==> src/rtl/seq_pkg.sv <==
// -----------------------------------------------------------------------------
// seq_pkg
// Types and default constants for the serial sequence path: the
// serializer FSM state type, plus the default frame width and idle line
// level that the detector benches also use.
// -----------------------------------------------------------------------------
package seq_pkg;

  // Serializer FSM states. PARITY is reachable only when the parity bit
  // is built in.
  typedef enum logic [1:0] {
    IDLE   = 2'd0,
    SHIFT  = 2'd1,
    PARITY = 2'd2
  } ser_state_t;

  localparam int   SER_WIDTH    = 8;
  localparam logic SER_IDLE_BIT = 1'b0;

endpackage : seq_pkg

==> src/rtl/seq_serializer.sv <==
// -----------------------------------------------------------------------------
// seq_serializer
// Parallel-to-serial frame transmitter. It accepts a WIDTH-bit word over a
// valid/ready handshake and sends it MSB first, one bit per clock, on dout.
// Words can follow each other back to back with no idle gap. Between frames
// the line is held at IDLE_BIT.
//
// Build option: define SEQ_SERIALIZER_PARITY_EN to append one even-parity
// bit (XOR of the data bits) after the LSB. The frame then lasts WIDTH+1
// clocks.
//
// Ports:
//   clk         in   rising-edge clock
//   rst         in   synchronous active-high reset
//   data_in     in   [WIDTH-1:0] word to send, sampled only on a handshake
//   load_valid  in   upstream has a word
//   load_ready  out  a word is accepted this cycle (combinational)
//   dout        out  serial bit (registered)
//   dout_valid  out  dout carries a frame bit (registered)
//   busy        out  FSM is in SHIFT or PARITY (registered)
// -----------------------------------------------------------------------------
module seq_serializer
  import seq_pkg::*;
#(
  parameter int   WIDTH    = SER_WIDTH,
  parameter logic IDLE_BIT = SER_IDLE_BIT
) (
  input  logic             clk,
  input  logic             rst,
  input  logic [WIDTH-1:0] data_in,
  input  logic             load_valid,
  output logic             load_ready,
  output logic             dout,
  output logic             dout_valid,
  output logic             busy
);

  localparam int CW = (WIDTH > 2) ? $clog2(WIDTH) : 1;

  ser_state_t       state_reg, state_next;
  logic [WIDTH-1:0] shift_reg, shift_next;
  logic [CW-1:0]    bit_cnt_reg, bit_cnt_next;
  logic             dout_reg, dout_next;
  logic             dout_valid_reg, dout_valid_next;
  logic             busy_reg, busy_next;
`ifdef SEQ_SERIALIZER_PARITY_EN
  logic             parity_reg, parity_next;
`endif

  logic transfer;

  // The MSB of shift_reg is always the bit currently on dout. bit_cnt is
  // the number of data bits still to follow it, so 0 marks the last data
  // bit.
  always_comb begin
    load_ready = 1'b0;
    case (state_reg)
      IDLE:   load_ready = 1'b1;
`ifdef SEQ_SERIALIZER_PARITY_EN
      SHIFT:  load_ready = 1'b0;
`else
      SHIFT:  load_ready = (bit_cnt_reg == '0);
`endif
      PARITY: load_ready = 1'b1;
      default: load_ready = 1'b0;
    endcase
  end

  assign transfer = load_valid && load_ready;

  always_comb begin
    state_next      = state_reg;
    shift_next      = shift_reg;
    bit_cnt_next    = bit_cnt_reg;
    dout_next       = IDLE_BIT;
    dout_valid_next = 1'b0;
    busy_next       = 1'b0;
`ifdef SEQ_SERIALIZER_PARITY_EN
    parity_next     = parity_reg;
`endif

    if (transfer) begin
      // A new word takes priority from any state that is ready. Its MSB goes
      // out in the very next cycle.
      state_next      = SHIFT;
      shift_next      = data_in;
      bit_cnt_next    = CW'(WIDTH - 1);
      dout_next       = data_in[WIDTH-1];
      dout_valid_next = 1'b1;
      busy_next       = 1'b1;
`ifdef SEQ_SERIALIZER_PARITY_EN
      parity_next     = ^data_in;
`endif
    end else begin
      case (state_reg)
        SHIFT: begin
          if (bit_cnt_reg != '0) begin
            shift_next      = {shift_reg[WIDTH-2:0], 1'b0};
            bit_cnt_next    = bit_cnt_reg - CW'(1);
            dout_next       = shift_reg[WIDTH-2];
            dout_valid_next = 1'b1;
            busy_next       = 1'b1;
          end else begin
`ifdef SEQ_SERIALIZER_PARITY_EN
            state_next      = PARITY;
            dout_next       = parity_reg;
            dout_valid_next = 1'b1;
            busy_next       = 1'b1;
`else
            state_next      = IDLE;
`endif
          end
        end
        default: state_next = IDLE;  // IDLE, or PARITY with no new word
      endcase
    end
  end

  always_ff @(posedge clk) begin
    if (rst) begin
      state_reg      <= IDLE;
      shift_reg      <= '0;
      bit_cnt_reg    <= '0;
      dout_reg       <= IDLE_BIT;
      dout_valid_reg <= 1'b0;
      busy_reg       <= 1'b0;
`ifdef SEQ_SERIALIZER_PARITY_EN
      parity_reg     <= 1'b0;
`endif
    end else begin
      state_reg      <= state_next;
      shift_reg      <= shift_next;
      bit_cnt_reg    <= bit_cnt_next;
      dout_reg       <= dout_next;
      dout_valid_reg <= dout_valid_next;
      busy_reg       <= busy_next;
`ifdef SEQ_SERIALIZER_PARITY_EN
      parity_reg     <= parity_next;
`endif
    end
  end

  assign dout       = dout_reg;
  assign dout_valid = dout_valid_reg;
  assign busy       = busy_reg;

endmodule : seq_serializer

==> config.mk <==
export PLATFORM = sky130hd
export DESIGN_NAME = seq_serializer
export DESIGN_NICKNAME = d
export VERILOG_FILES = /design/src/rtl/seq_pkg.sv /design/src/rtl/seq_serializer.sv
export SDC_FILE = /design/constraint.sdc
export NUM_CORES = 1
export LEC_CHECK = 0
export ABC_AREA = 1
export BUFFER_PORTS_ARGS = -buffer_cell sky130_fd_sc_hd__buf_2
export CORE_MARGIN = 2
export CORE_UTILIZATION = 30
export CTS_BUF_LIST = sky130_fd_sc_hd__clkbuf_4
export CTS_CLUSTER_DIAMETER = 120
export CTS_CLUSTER_SIZE = 10
export DETAILED_ROUTE_END_ITERATION = 8
export HOLD_SLACK_MARGIN = 0.05
export PLACE_DENSITY_LB_ADDON = 0.25
export REMOVE_ABC_BUFFERS = 1
export SLEW_MARGIN = 30
export SYNTH_ARGS = -nofsm -noshare
export SYNTH_HDL_FRONTEND = slang
export SYNTH_SLANG_ARGS = --single-unit
==> constraint.sdc <==
create_clock -name clk -period 3.3 [get_ports clk]
set_input_delay 0.66 -clock clk [delete_from_list [all_inputs] [get_ports clk]]
set_output_delay 0.66 -clock clk [all_outputs]
set_load 0.005 [all_outputs]
* Word level (Yosys, flattened, before mapping)
Cells that the tools add are included.
** Storage, ports and cells
- Flip-flop bits (word level) :: 13
- Bits of input ports :: 11
- Output and inout bits :: 4
- Word-level logic and storage cells :: 30
** Cells by class
- Add/sub/neg operators :: 1
- Equality and inequality tests :: 1
- Muxes and demuxes :: 16
- Reduce and logical (&&, ||, !) cells :: 7
** Operator list (number)
- 7-bit 2-to-1 mux :: 3
- 1-bit 2-to-1 mux :: 9
- 3-bit 2-to-1 mux :: 3
- 2-bit nonzero test :: 2
- 3-bit logical NOT :: 1
- 3-bit != test (second input constant) :: 1
- 3-bit nonzero test :: 1
- 3-bit by 1-bit subtractor with 3-bit output (second input constant) :: 1
- 2-bit logical NOT :: 1
- 1-bit one-hot mux with 2 select lines :: 1
- 2-bit AND reduction :: 1
- 1-bit logical AND :: 1

* Depth between registers and ports, before layout
Gate-level depths: netlist (run 1).
- Depth after elaboration :: 5
- Depth in mapped cells :: 10
- Gate-level depth less buffers :: 9

* Least setup slack after synthesis (run 1)
OpenSTA, ideal clock, no wires.
- Path kind :: register to output
- Start :: register bit_cnt_reg[0]
- End :: output load_ready
- Arrival time :: 1.023 ns
- Required time :: 2.640 ns
- Path slack :: 1.617 ns
- Cell stages (with the launch flop) :: 7
- Path buffers :: 1
- Path through :: dfxtp_1 inv_1 ha_1 ha_1 inv_2 nand2_4 buf_12
** On the way
- Longest elaborated chain between the ends :: 2
** RTL lines
- from (decl) :: line seq_serializer.sv:42 : logic [CW-1:0] bit_cnt_reg, bit_cnt_next;
- from (signal assigned) :: line seq_serializer.sv:133 : bit_cnt_reg <= bit_cnt_next;
- 3-bit logical NOT :: line seq_serializer.sv:62 : SHIFT: load_ready = (bit_cnt_reg == '0);
- 1-bit one-hot mux with 2 select lines :: line seq_serializer.sv:57 : case (state_reg)
- to (decl) :: line seq_serializer.sv:32 : output logic load_ready,
Every way passes these cells.

* Worst setup path after layout (run 1)
Ends and elaborated chain as after synthesis.

==> results of run 1 <==
-- final cells by class --
cell class	count	area [um^2]	area share, %
Clock buffer	4	30.0	4.16
Inverter	13	48.8	6.76
Multi-Input combinational cell	51	279	38.6
Sequential cell	13	260	36.0
Tap cell	27	33.8	4.68
Timing Repair Buffer	14	70.1	9.71
-- cells by family after synthesis --
logic type / Yosys count / share of synthesized area (%)
compound gates: 6 / 4.82
fa+ha+maj: 2 / 4.02
buf+inv: 16 / 13.5
flops: 13 / 41.8
simple gates: 43 / 35.9
-- synthesized netlist by cell type --
master                     n  area (um^2)
sky130_fd_sc_hd__a21oi_1   5         25.0
sky130_fd_sc_hd__nor2_2    1         6.26
sky130_fd_sc_hd__inv_2     3         11.3
sky130_fd_sc_hd__buf_12    1         20.0
sky130_fd_sc_hd__nand2_1  18         67.6
sky130_fd_sc_hd__nand3_1  16         80.1
sky130_fd_sc_hd__ha_1      2         25.0
sky130_fd_sc_hd__nor2_4    1         11.3
sky130_fd_sc_hd__buf_4     2         15.0
sky130_fd_sc_hd__o21ai_1   1         5.00
sky130_fd_sc_hd__nand2_4   1         11.3
sky130_fd_sc_hd__nand3_2   4         40.0
sky130_fd_sc_hd__nor2_1    2         7.51
sky130_fd_sc_hd__inv_1    10         37.5
sky130_fd_sc_hd__dfxtp_1  13          260
-- power groups by stage --
stage	Clock [mW]	Combinational, mW	Sequential [mW]
6_report	0.108	0.0632	0.175
4_1_cts	0.111	0.0646	0.175
5_1_grt	0.122	0.0730	0.177
2_1_floorplan	0	0.0428	0.178
3_5_place_dp	0	0.0642	0.178
3_3_place_gp	0	0.0629	0.179
-- routing by layer --
layer	GRT usage [%]	part of all wire [%]
met5	0	0
met4	6.94	3.0
met3	2.73	3.7
met2	16.9	48
met1	13.2	45
-- critical path, cell delays in order (launching register included) --
cell and delay, ns:
sky130_fd_sc_hd__dfxtp_1 0.31, sky130_fd_sc_hd__inv_1 0.05, sky130_fd_sc_hd__ha_1 0.20, sky130_fd_sc_hd__ha_1 0.23
sky130_fd_sc_hd__inv_2 0.08, sky130_fd_sc_hd__nand2_4 0.11, sky130_fd_sc_hd__buf_2 0.16
-- worst max-delay path by stage --
stage,startpoint,endpoint,slack (ns),cells past startpoint
after floorplan,bit_cnt_reg[0],load_ready,1.72,5
after global placement,bit_cnt_reg[0],load_ready,1.53,6
after detailed placement,bit_cnt_reg[0],load_ready,1.52,6
after CTS,bit_cnt_reg[0],load_ready,1.21,6
after global routing,bit_cnt_reg[0],load_ready,1.12,6
final,bit_cnt_reg[0],load_ready,1.22,6
-- cell usage in the layout (no fill, tap or decap) --
| cell type | n |
|---|---|
| sky130_fd_sc_hd__nand2_1 | 18 |
| sky130_fd_sc_hd__nand3_1 | 16 |
| sky130_fd_sc_hd__buf_2 | 14 |
| sky130_fd_sc_hd__dfxtp_1 | 13 |
| sky130_fd_sc_hd__inv_1 | 10 |
| sky130_fd_sc_hd__a21oi_1 | 5 |
| sky130_fd_sc_hd__nand3_2 | 4 |
| sky130_fd_sc_hd__clkbuf_4 | 4 |
| sky130_fd_sc_hd__inv_2 | 3 |
| sky130_fd_sc_hd__nor2_1 | 2 |
| sky130_fd_sc_hd__ha_1 | 2 |
| sky130_fd_sc_hd__nand2_4 | 1 |
| sky130_fd_sc_hd__nor2_4 | 1 |
| sky130_fd_sc_hd__nor2_2 | 1 |
| sky130_fd_sc_hd__o21ai_1 | 1 |
-- stage by stage --
stage               util (%)  cell area, um^2  std cells  setup slack [ns]  power (mW)
floorplan                  -              588         77              1.72       0.221
global placement        35.3              692        118              1.53       0.241
detailed placement      35.3              692        118              1.52       0.243
CTS                     36.8              722        122              1.21       0.350
global route            36.8              722        122              1.12       0.372
finish                  36.8              722        122              1.22       0.346
==> insert_results.sql, run 1 <==
INSERT INTO impl_metrics (metric_group, metric, value, unit) VALUES
('power', 'power.internal', '249', 'uW'),
('clock_network', 'cts_max_level', '1', ''),
('clock_network', 'clock-root-buffer', 'sky130_fd_sc_hd__clkbuf_4', ''),
('placement', 'count_of_buffers_from_port_buffering', '14', ''),
('critical_path', 'worst_r2r_endpoint', 'bit_cnt_reg[0]', ''),
('die', 'floorplan_row_count', '16', ''),
('timing', 'clock-skew-final', '0.000270', 'ns'),
('run', 'max-cap-violations', '0', ''),
('power', 'p_comb_share', '18.3', '%'),
('clock_network', 'clock_latency', '0.27', 'ns'),
('critical_path', 'setup.worst_path.class', 'reg -> out', ''),
('synthesis', 'postSynthCellCount', '80', ''),
('clock_network', 'post_cts.repair.setup_buffers', '0', ''),
('power', 'p_clk_share', '31.2', '%'),
('placement', 'routability_cong', '0.685', ''),
('critical_path', 'timing.critical_path.from_type', 'flip-flop', ''),
('final_layout', 'area_delta_synth_final', '15.9', '%'),
('placement', 'post-dp-hpwl', '814', 'um'),
('routing', 'route.detailed.wl_per_inst', '9.43', 'um'),
('timing', 'max_slew.worst_pin.slew', '0.264', 'ns'),
('timing', 'number_of_hold_violations_in_the_final_report', '0', ''),
('global_route', 'leftover_overflow_at_the_end_of_global_routing', '0', ''),
('global_route', 'grt_antenna_before_repair', '0', ''),
('routing', 'drt_first_pass_iters', '4', ''),
('power', 'vdd.ir_drop.worst', '0.000159', 'V'),
('timing', 'fin_worst_hold_slack', '0.459', 'ns'),
('clock_network', 'tritoncts', 'yes', ''),
('critical_path', 'worst-r2r-cell-count', '6', ''),
('power', 'switching_power', '96.3', 'uW'),
('synthesis', 'syn-cell-area', '623', 'um^2'),
('power', 'power.switching_fraction', '27.9', '%'),
('critical_path', 'worst-r2r-setup-slack', '1.90', 'ns'),
('synthesis', 'ys_seq_area_share', '41.8', '%'),
('routing', 'drc', '0', ''),
('power', 'p_per_area', '479', 'mW/mm^2'),
('power', 'share_seq_of_total_power', '50.5', '%'),
('global_route', 'grt_start_max_net_pins', '17', ''),
('clock_network', 'cts_sinks', '13', ''),
('die', 'fp.dieArea', '0.00246', 'mm^2'),
('hold_path', 'min_delay_path_depth', '2', ''),
('die', 'die_h', '49.6', 'um'),
('synthesis', 'synthesis_warning_total', '0', ''),
('clock_network', 'cts_made_buffers', '3', ''),
('timing', 'setup-tns-final', '0', 'ns'),
('global_route', 'first_global_vias', '468', ''),
('critical_path', 'path_max_fanout', '16', ''),
('clock_network', 'cts_resized', '0', ''),
('routing', 'initialDrtViolationCount', '1', ''),
('synthesis', 'postSynthRegisterBits', '13', ''),
('timing', 'max_slew_margin', '82.4', '%'),
('hold_path', 'min_to', 'bit_cnt_reg[2]', ''),
('final_layout', 'largest_register_ffs', '7', ''),
('timing', 'final-max-slew-violation-count', '0', ''),
('die', 'core-area', '0.00196', 'mm^2'),
('clock_network', 'clkSlewWorstSetupHoldPaths', '0.08', 'ns'),
('critical_path', 'cp-end-kind', 'output port', ''),
('hold_path', 'holdCritStartpoint', 'bit_cnt_reg[2]', ''),
('timing', 'fmax', '481', 'MHz'),
('synthesis', 'avgSynthCellArea', '7.79', 'um^2'),
('global_route', 'grt_pass1_wl', '2030', 'um'),
('critical_path', 'timing.critical_path.arrival', '1.42', 'ns'),
('clock_network', 'cts-hold-fix-buffers', '0', ''),
('routing', 'route.final.wire_length', '1150', 'um'),
('routing', 'antenna_violating_nets_post_route', '0', ''),
('critical_path', 'cp.required', '2.64', 'ns'),
('die', 'starting_density_of_the_core', '31.8', '%'),
('final_layout', 'fillerInstances', '231', ''),
('timing', 'finalCritPeriodShare', '63.0', '%'),
('die', 'die_width', '49.6', 'um'),
('timing', 'rsz0062_at_grt', 'false', ''),
('global_route', 'grtUsageTotal', '10.8', '%'),
('clock_network', 'cts.path.max_buffers', '2', ''),
('status', 'status', 'finished, final reports clean', ''),
('final_layout', 'number_of_nets_at_the_end_of_the_flow', '109', ''),
('final_layout', 'drive_above_1_share', '29.5', '%'),
('timing', 'min_period', '2.08', 'ns'),
('timing', 'final-setup-viol-count', '0', ''),
('power', 'power_leakage', '0.375', 'nW'),
('synthesis', 'synth_cell_types', '15', ''),
('routing', 'detailroute.via_count', '525', ''),
('critical_path', 'r2r_start', 'bit_cnt_reg[0]', ''),
('routing', 'vias_per_cell', '4.30', ''),
('die', 'ios', '15', ''),
('hold_path', 'worstHoldPathType', 'reg -> reg', ''),
('final_layout', 'insertedDiodeCount', '0', '');
(Power assumes the default switching activity.)
==> inputs of run 2 (changes only) <==
==> constraint.sdc (replaced) <==
create_clock -name clk -period 1.8 [get_ports clk]
set_input_delay 0.36 -clock clk [delete_from_list [all_inputs] [get_ports clk]]
set_output_delay 0.36 -clock clk [all_outputs]
set_load 0.005 [all_outputs]
==> insert_results.sql, run 2 (same netlist as run 1, synthesis figures left out) <==
INSERT INTO impl_metrics (metric_group, metric, value, unit) VALUES
('final_layout', 'drive_above_1_share', '32.0', '%'),
('die', 'fp.dieArea', '0.00246', 'mm^2'),
('timing', 'fmax', '601', 'MHz'),
('power', 'power.internal', '465', 'uW'),
('clock_network', 'clock_latency', '0.27', 'ns'),
('die', 'die_width', '49.6', 'um'),
('clock_network', 'clock-root-buffer', 'sky130_fd_sc_hd__clkbuf_4', ''),
('final_layout', 'largest_register_ffs', '7', ''),
('timing', 'number_of_hold_violations_in_the_final_report', '0', ''),
('global_route', 'first_global_vias', '442', ''),
('critical_path', 'cp.required', '1.44', 'ns'),
('clock_network', 'cts_sinks', '13', ''),
('final_layout', 'mostFrequentLayoutCells', 'sky130_fd_sc_hd__nand2_1, sky130_fd_sc_hd__nand3_1, sky130_fd_sc_hd__buf_2', ''),
('final_layout', 'number_of_nets_at_the_end_of_the_flow', '111', ''),
('timing', 'max_slew.worst_pin.slew', '0.258', 'ns'),
('final_layout', 'fin_util', '38.1', '%'),
('run', 'max-cap-violations', '0', ''),
('power', 'power_leakage', '0.381', 'nW'),
('routing', 'detailroute.via_count', '529', ''),
('critical_path', 'timing.critical_path.from_type', 'flip-flop', ''),
('critical_path', 'timing.critical_path.arrival', '1.30', 'ns'),
('routing', 'antenna_violating_nets_post_route', '0', ''),
('global_route', 'grt_most_used_layer', 'met2', ''),
('placement', 'dp_slack', '0.309', 'ns'),
('clock_network', 'cts_made_buffers', '3', ''),
('routing', 'drt_first_pass_iters', '4', ''),
('routing', 'route.final.wire_length', '1150', 'um'),
('power', 'power.switching_fraction', '27.7', '%'),
('routing', 'vias_per_cell', '4.27', ''),
('die', 'starting_density_of_the_core', '31.8', '%'),
('global_route', 'fraction_of_met3_tracks_used_by_global_routing', '1.82', '%'),
('global_route', 'grt_use_met1', '12.4', '%'),
('timing', 'min_period', '1.66', 'ns'),
('power', 'p_comb_share', '19.9', '%'),
('power', 'finalPower', '643', 'uW'),
('power', 'switching_power', '178', 'uW'),
('timing', 'final-max-slew-violation-count', '0', ''),
('routing', 'route.detailed.wl_per_inst', '9.30', 'um'),
('global_route', 'leftover_overflow_at_the_end_of_global_routing', '0', ''),
('timing', 'final-setup-viol-count', '0', ''),
('critical_path', 'worst-r2r-cell-count', '10', ''),
('die', 'die_h', '49.6', 'um'),
('die', 'floorplan_row_count', '16', ''),
('global_route', 'grt_start_max_net_pins', '17', ''),
('power', 'vdd.ir_drop.worst', '0.000258', 'V'),
('routing', 'drc', '0', ''),
('clock_network', 'cts-hold-fix-buffers', '0', ''),
('timing', 'setup_ws', '0.136', 'ns'),
('critical_path', 'path_max_fanout', '3', ''),
('hold_path', 'worstHoldPathType', 'in -> reg', ''),
('die', 'core-area', '0.00196', 'mm^2'),
('placement', 'routability_cong', '0.683', ''),
('power', 'p_clk_share', '30.1', '%'),
('final_layout', 'insertedDiodeCount', '0', ''),
('placement', 'count_of_buffers_from_port_buffering', '14', ''),
('global_route', 'grt_antenna_before_repair', '0', ''),
('critical_path', 'cp-end-kind', 'output port', ''),
('power', 'share_seq_of_total_power', '50.0', '%'),
('global_route', 'met2_usage', '15.3', '%'),
('timing', 'rsz0062_at_grt', 'false', ''),
('clock_network', 'tritoncts', 'yes', ''),
('timing', 'setup-tns-final', '0', 'ns'),
('timing', 'max_slew_margin', '82.7', '%'),
('routing', 'initialDrtViolationCount', '1', ''),
('die', 'ios', '15', ''),
('timing', 'clock-skew-final', '0.000970', 'ns'),
('status', 'status', 'finished, final reports clean', ''),
('final_layout', 'area_delta_synth_final', '20.1', '%'),
('clock_network', 'cts.path.max_buffers', '2', ''),
('timing', 'finalCritPeriodShare', '92.4', '%'),
('final_layout', 'mostFrequentLayoutCell', 'sky130_fd_sc_hd__nand2_1', ''),
('clock_network', 'cts_max_level', '1', ''),
('global_route', 'grt_pass1_wl', '1840', 'um'),
('clock_network', 'clkSlewWorstSetupHoldPaths', '0.08', 'ns'),
('global_route', 'grtUsageTotal', '9.92', '%'),
('power', 'p_per_area', '859', 'mW/mm^2'),
('critical_path', 'setup.worst_path.class', 'reg -> out', ''),
('placement', 'post-dp-hpwl', '814', 'um'),
('hold_path', 'min_delay_path_depth', '2', '');
-- run 2: cell types whose count changed in the layout (fill, tap and decap cells not counted), sizes merged --
cell,change
buf,+2
-- run 2: worst max-delay path: stages, from the launching register on --
cell	delay [ns]
sky130_fd_sc_hd__dfxtp_1	0.31
sky130_fd_sc_hd__inv_1	0.05
sky130_fd_sc_hd__ha_1	0.20
sky130_fd_sc_hd__ha_2	0.20
sky130_fd_sc_hd__inv_2	0.10
sky130_fd_sc_hd__nand2_8	0.05
sky130_fd_sc_hd__buf_2	0.12
-- run 2: path summary, 6_finish.rpt --
check	from	end	slack [ns]
worst min register to register	bit_cnt_reg[1]	bit_cnt_reg[1]	0.46
worst max register to register	bit_cnt_reg[0]	shift_reg[2]	0.35
worst min-delay path	rst	dout	0.32
worst max-delay path	bit_cnt_reg[0]	load_ready	0.14
-- run 2: power by group through the flow --
stage / clock (mW) / combinational, mW / sequential, mW
2_1_floorplan: 0 / 0.0785 / 0.327
3_3_place_gp: 0 / 0.115 / 0.327
3_5_place_dp: 0 / 0.117 / 0.327
4_1_cts: 0.200 / 0.118 / 0.320
5_1_grt: 0.219 / 0.144 / 0.324
6_report: 0.193 / 0.128 / 0.321
-- run 2: final cells by class --
class,instances,area (um^2)
clock buffer,4,30.0
timing repair buffer,16,85.1
multi-input combinational,51,290
tap,27,33.8
fill,222,1210
inverter,13,48.8
sequential,13,260
-- run 2: stage by stage --
| stage | area [um^2] | hold WS (ns) | cells |
|---|---|---|---|
| detailed placement | 692 | 0.453 | 118 |
| global route | 748 | 0.315 | 124 |
| finish | 748 | 0.324 | 124 |
| CTS | 722 | 0.319 | 122 |
| floorplan | 588 | 0.429 | 77 |
| global placement | 692 | 0.443 | 118 |
-- run 2: what timing repair did --
item / 4_1_cts / 5_1_grt
resized for setup: 0 / 2
setup endpoints to repair: 0 / 1
buffers inserted: 0 / 2
-- run 2: metal layers --
layer	vias up	routed length (um)
met1	232	550
met3	2	40
met5	-	0
met2	8	541
met4	0	19
li1	287	-
